===== config.mk =====
export PLATFORM = sky130hd
export DESIGN_NAME = msx_slot_master
export DESIGN_NICKNAME = d
export VERILOG_FILES = /design/src/rtl/msx_slot_master.sv
export SDC_FILE = /design/constraint.sdc
export NUM_CORES = 1
export LEC_CHECK = 0
export CELL_PAD_IN_SITES_DETAIL_PLACEMENT = 0
export CELL_PAD_IN_SITES_GLOBAL_PLACEMENT = 1
export CORE_MARGIN = 10
export CORE_UTILIZATION = 33
export CTS_CLUSTER_SIZE = 30
export DETAILED_ROUTE_END_ITERATION = 7
export PLACE_DENSITY = 0.82
export SYNTH_ARGS = -nofsm -noshare
export SYNTH_HDL_FRONTEND = slang
export SYNTH_SLANG_ARGS = --single-unit

===== constraint.sdc =====
create_clock -name clk42m -period 2.4 [get_ports clk42m]
set_input_delay 0.24 -clock clk42m [delete_from_list [all_inputs] [get_ports clk42m]]
set_output_delay 0.24 -clock clk42m [all_outputs]
set_load 0.005 [all_outputs]

===== src/rtl/msx_slot_master.sv =====
// MSX slot master: turns single request-bus transfers into Z80-style slot
// memory/I/O cycles with programmable setup, strobe and hold timing.
//
// Ports:
//   clk42m, reset           system clock, synchronous active-high reset
//   bus_*                   request bus (valid/ready) plus read-data strobe
//   p_slot_*_n              active-low slot control lines and slot reset
//   p_slot_address          slot address
//   p_slot_data_out/_oe/_in slot data bus (split direction)
//   p_slot_wait             target wait-state request
module msx_slot_master #(
  parameter int SETUP_CYCLES  = 4,
  parameter int STROBE_CYCLES = 20,
  parameter int HOLD_CYCLES   = 4,
  parameter int WAIT_TIMEOUT  = 255
) (
  input  logic        clk42m,
  input  logic        reset,
  input  logic        bus_memreq,
  input  logic        bus_ioreq,
  input  logic [15:0] bus_address,
  input  logic        bus_write,
  input  logic        bus_valid,
  output logic        bus_ready,
  input  logic [7:0]  bus_wdata,
  output logic [7:0]  bus_rdata,
  output logic        bus_rdata_en,
  output logic        p_slot_reset_n,
  output logic        p_slot_sltsl_n,
  output logic        p_slot_mreq_n,
  output logic        p_slot_ioreq_n,
  output logic        p_slot_rd_n,
  output logic        p_slot_wr_n,
  output logic [15:0] p_slot_address,
  output logic [7:0]  p_slot_data_out,
  output logic        p_slot_data_oe,
  input  logic [7:0]  p_slot_data_in,
  input  logic        p_slot_wait
);

  typedef enum logic [1:0] {
    S_IDLE,
    S_SETUP,
    S_STROBE,
    S_HOLD
  } state_t;

  localparam logic [5:0] SETUP_LAST  = 6'(SETUP_CYCLES - 1);
  localparam logic [5:0] STROBE_LAST = 6'(STROBE_CYCLES - 1);
  localparam logic [5:0] HOLD_LAST   = 6'(HOLD_CYCLES - 1);
  localparam logic [7:0] WAIT_MAX    = 8'(WAIT_TIMEOUT);

  state_t     state;
  logic [5:0] cnt;
  logic [7:0] wait_cnt;
  logic       is_write;

  logic stretch;
  logic abort;

  // The strobe counter parks on its last count while WAIT is asserted;
  // abort once the extension budget is used up.
  assign stretch = p_slot_wait && (wait_cnt != WAIT_MAX);
  assign abort   = p_slot_wait && (wait_cnt == WAIT_MAX);

  assign bus_ready = (state == S_IDLE) && !reset;

  always_ff @(posedge clk42m) begin
    p_slot_reset_n <= ~reset;
    if (reset) begin
      state           <= S_IDLE;
      cnt             <= '0;
      wait_cnt        <= '0;
      is_write        <= 1'b0;
      bus_rdata       <= '0;
      bus_rdata_en    <= 1'b0;
      p_slot_sltsl_n  <= 1'b1;
      p_slot_mreq_n   <= 1'b1;
      p_slot_ioreq_n  <= 1'b1;
      p_slot_rd_n     <= 1'b1;
      p_slot_wr_n     <= 1'b1;
      p_slot_address  <= '0;
      p_slot_data_out <= '0;
      p_slot_data_oe  <= 1'b0;
    end else begin
      bus_rdata_en <= 1'b0;
      unique case (state)
        S_IDLE: begin
          if (bus_valid) begin
            if (bus_memreq || bus_ioreq) begin
              is_write        <= bus_write;
              p_slot_address  <= bus_address;
              p_slot_sltsl_n  <= ~bus_memreq;
              p_slot_mreq_n   <= ~bus_memreq;
              p_slot_ioreq_n  <= bus_memreq;
              p_slot_data_oe  <= bus_write;
              p_slot_data_out <= bus_write ? bus_wdata : 8'h00;
              cnt             <= '0;
              wait_cnt        <= '0;
              state           <= S_SETUP;
            end else if (!bus_write) begin
              // Null read: nothing on the slot, float-bus value back.
              bus_rdata    <= 8'hFF;
              bus_rdata_en <= 1'b1;
            end
          end
        end
        S_SETUP: begin
          if (cnt == SETUP_LAST) begin
            cnt         <= '0;
            p_slot_rd_n <= is_write;
            p_slot_wr_n <= ~is_write;
            state       <= S_STROBE;
          end else begin
            cnt <= cnt + 6'd1;
          end
        end
        S_STROBE: begin
          if (cnt != STROBE_LAST) begin
            cnt <= cnt + 6'd1;
          end else if (stretch) begin
            if (wait_cnt != 8'hFF) begin
              wait_cnt <= wait_cnt + 8'd1;
            end
          end else begin
            p_slot_sltsl_n <= 1'b1;
            p_slot_mreq_n  <= 1'b1;
            p_slot_ioreq_n <= 1'b1;
            p_slot_rd_n    <= 1'b1;
            p_slot_wr_n    <= 1'b1;
            if (!is_write) begin
              bus_rdata    <= abort ? 8'hFF : p_slot_data_in;
              bus_rdata_en <= 1'b1;
            end
            cnt   <= '0;
            state <= S_HOLD;
          end
        end
        S_HOLD: begin
          if (cnt == HOLD_LAST) begin
            p_slot_address  <= '0;
            p_slot_data_out <= '0;
            p_slot_data_oe  <= 1'b0;
            cnt             <= '0;
            state           <= S_IDLE;
          end else begin
            cnt <= cnt + 6'd1;
          end
        end
      endcase
    end
  end

endmodule


==> impl_metrics.toml <==
[synth]
ys_ff_latch = 56
syn_area_um2 = 2480
synth_edf_count = 0
yosys-top-cells-area = "dfxtp_1 (45%), a22oi_1 (7.3%), nor2_1 (6.1%)"
synthTopCellsByCount = "dfxtp_1 (56), nor2_1 (40), a22oi_1 (24), a21oi_1 (19)"
synth_most_common_cell = "dfxtp_1"
ys.flop_type = "dfxtp_1"
synthAdderAreaFrac_pct = 3.532
synth_top_family_by_area = "compound AO/OA/AOI/OAI gates"
synth_area_leader_cell = "dfxtp_1"
yosysWarnings = 0
synth-xor-area-share_pct = 2.119
yosys.area_share.simple_pct = 18.92
yosysSeqAreaShare_pct = 45.21
ys_types = 43
postSynthNetCount = 326
synth_top_cell_area_share_pct = 45.21
syn_inst = 280
synth_compound_gate_area_share_pct = 25.43
synth_mux_area_share_pct = 0.4036
synth_area_per_cell_um2 = 8.857
synthArstFlopShare_pct = 0

[timing]
hold_violations = 0
layout_min_cycle_time_ns = 2.133
grt_setup_unrepaired = "no"
maxSlewHeadroom_pct = 54.47
worst_slew_pin_slew_ns = 0.6804
period_share_pct = 88.88
slew_viol_final = 0
tns_ns = 0
setup_viol = 0
holdWs_ns = 0.3274
fin_worst_skew_ns = 0.004129
max_freq_mhz = 468.8

[worst_setup_path]
required_ns = 2.60
cp-start-kind = "flop"
cpPeakStageDelay_ns = 0.39
worstSetupEndpointType = "flop"
crit_family = "compound AO/OA/AOI/OAI gates"
cpMaxStageDelayCell = "dfxtp_1"
path_cells = "inv_1 > ha_1 > buf_4 > nor2b_1 > o21ai_0 > a2111oi_2 > xnor2_1 > nor2_1"
critPathKind = "flop to flop"
cp_max_fo = 6
cp.buffers_inverters = 2
arrival_ns = 2.33

[global_routing]
grt_pass1_wl_mm = 11.24
grt_pass1_vias = 2292
grt_antenna_before_repair = 0
grt_usage_pct = 11.86
grt_max_degree = 29
grt_overflow = 0

[power]
leakage_nw = 1.271
worst_ir_drop_vdd_mv = 0.3124
powerDensity_nw_per_um2 = 745.2
power.total_mw = 2.607

[finish]
design_area_um2 = 3498
drive_gt1_share_pct = 6.964
multi_input_area_um2 = 1272
final_nets = 404
seq_area_um2 = 1121
fillers = 739
area.growth.synth_to_final_pct = 41.07
antenna_cells = 0

[run]
drv_cap = 0

[cts]
clk_latency_ns = 0.31
cts_buffers = 5
path_clk_slew_ns = 0.10
numClockSinks = 56
clk_path_buf_depth = 2
root_buffer = "clkbuf_8"
htree_levels = 2
cts_tree = "built"

[route]
via_per_inst = 5.024
wl_per_cell_um = 15.09
drt_iter0_markers = 87
routed_wl_mm = 6.912
antenna_left = 0
drc_errors = 0
vias = 2301
dr.pass1.iters = 4

[die]
ios = 80
die_area_um2 = 11380
rows = 31
core-area_um2 = 7292
fp.dieW_um = 106.7
die_h_um = 106.7
initial_core_util_pct = 34.01

[hold_path]
min_path_type = "input pin to flop"

[placement]
dpl.hpwl_mm = 5.163
place_congestion = 0.8559
port_buffers = 79
postPlaceCellArea_um2 = 3374

[run_status]
status = "complete, no violations"
-- final cells by class --
| class | instances | area share, % |
|---|---|---|
| multi-input combinational | 196 | 36.37 |
| sequential | 56 | 32.05 |
| timing repair buffer | 85 | 23.75 |
| tap | 99 | 3.541 |
| clock buffer | 6 | 2.361 |
| inverter | 14 | 1.502 |
| clock inverter | 2 | 0.4292 |
-- final timing paths --
kind | start | cells past startpoint | end | slack [ns]
max | state[0] | 8 | wait_cnt[7] | 0.27
min | reset | 2 | p_slot_address[13] | 0.33
max reg2reg | state[0] | 8 | wait_cnt[7] | 0.27
min reg2reg | bus_rdata[7] | 1 | bus_rdata[7] | 0.47
-- cells in the final DEF (no fill, tap or decap), drive strengths merged, types with 3 or more instances in the layout --
cell type | netlist | routed
nand4 | 4 | 4
o21ai | 16 | 16
and2 | 5 | 5
nor3 | 5 | 5
nor2b | 3 | 3
xnor2 | 6 | 6
a21oi | 19 | 19
inv | 14 | 14
a22oi | 24 | 24
nor2 | 40 | 40
nand2b | 3 | 3
o211ai | 3 | 3
dfxtp | 56 | 56
nand2 | 14 | 14
buf | 1 | 7
ha | 7 | 7
a211oi | 3 | 3
o21a | 8 | 8
clkbuf | 13 | 6
clkdlybuf4s50 | 0 | 78
and3 | 4 | 4
nand3 | 5 | 5
-- through the flow --
step / std cells / worst slack (ns) / utilization, %
2_1_floorplan: 280 / 0.4777 / -
3_3_place_gp: 449 / 0.08452 / 46.28
3_5_place_dp: 449 / 0.05033 / 46.28
4_1_cts: 457 / 0.09969 / 47.62
5_1_grt: 458 / 0.03754 / 47.98
6_report: 458 / 0.2670 / 47.98
-- cells by family (layout without fill, tap and decap cells) --
logic type                 count (synthesis)  after routing
xor gates and xnor gates                   6              6
DFF                                       56             56
adders and majority gates                  7              7
and+or+nand+nor                           92             92
muxes                                      1              1
buffers and inverters                     28            107
AOI/OAI and AO/OA                         90             90
-- power by group --
group / switching, mW / internal, mW / total [mW]
clock: 0.319 / 0.235 / 0.553
combinational: 0.482 / 0.464 / 0.946
sequential: 0.0667 / 1.04 / 1.11
-- per-layer routing --
metal,share of wire (%),up-vias,GRT usage [%]
met1,43,1065,13.67
met5,0,-,0
li1,-,1160,-
met4,1.4,0,3.965
met3,8.8,8,5.509
met2,47,68,19.01
-- worst reg2reg max path, cell delays in order, from the launching register on --
cell and delay [ns]:
dfxtp_1 0.39, inv_1 0.10, ha_1 0.30, buf_4 0.18, nor2b_1 0.27, o21ai_0 0.23, a2111oi_2 0.35, xnor2_1 0.16
nor2_1 0.05
-- registers in the layout, indices dropped and copies added, names as in the netlist --
name and flops:
bus_rdata 8, bus_rdata_en 1, cnt 6, is_write 1, p_slot_address 16, p_slot_data_oe 1
p_slot_data_out 8, p_slot_ioreq_n 1, p_slot_mreq_n 1, p_slot_rd_n 1, p_slot_reset_n 1, p_slot_wr_n 1
state 2, wait_cnt 8
-- timing repair --
action | 4_1_cts | 5_1_grt
buffers inserted | 0 | 1
setup endpoints to repair | 0 | 31
hold buffers | 0 | 0
resized for setup | 0 | 4
(Power assumes the default switching activity.)
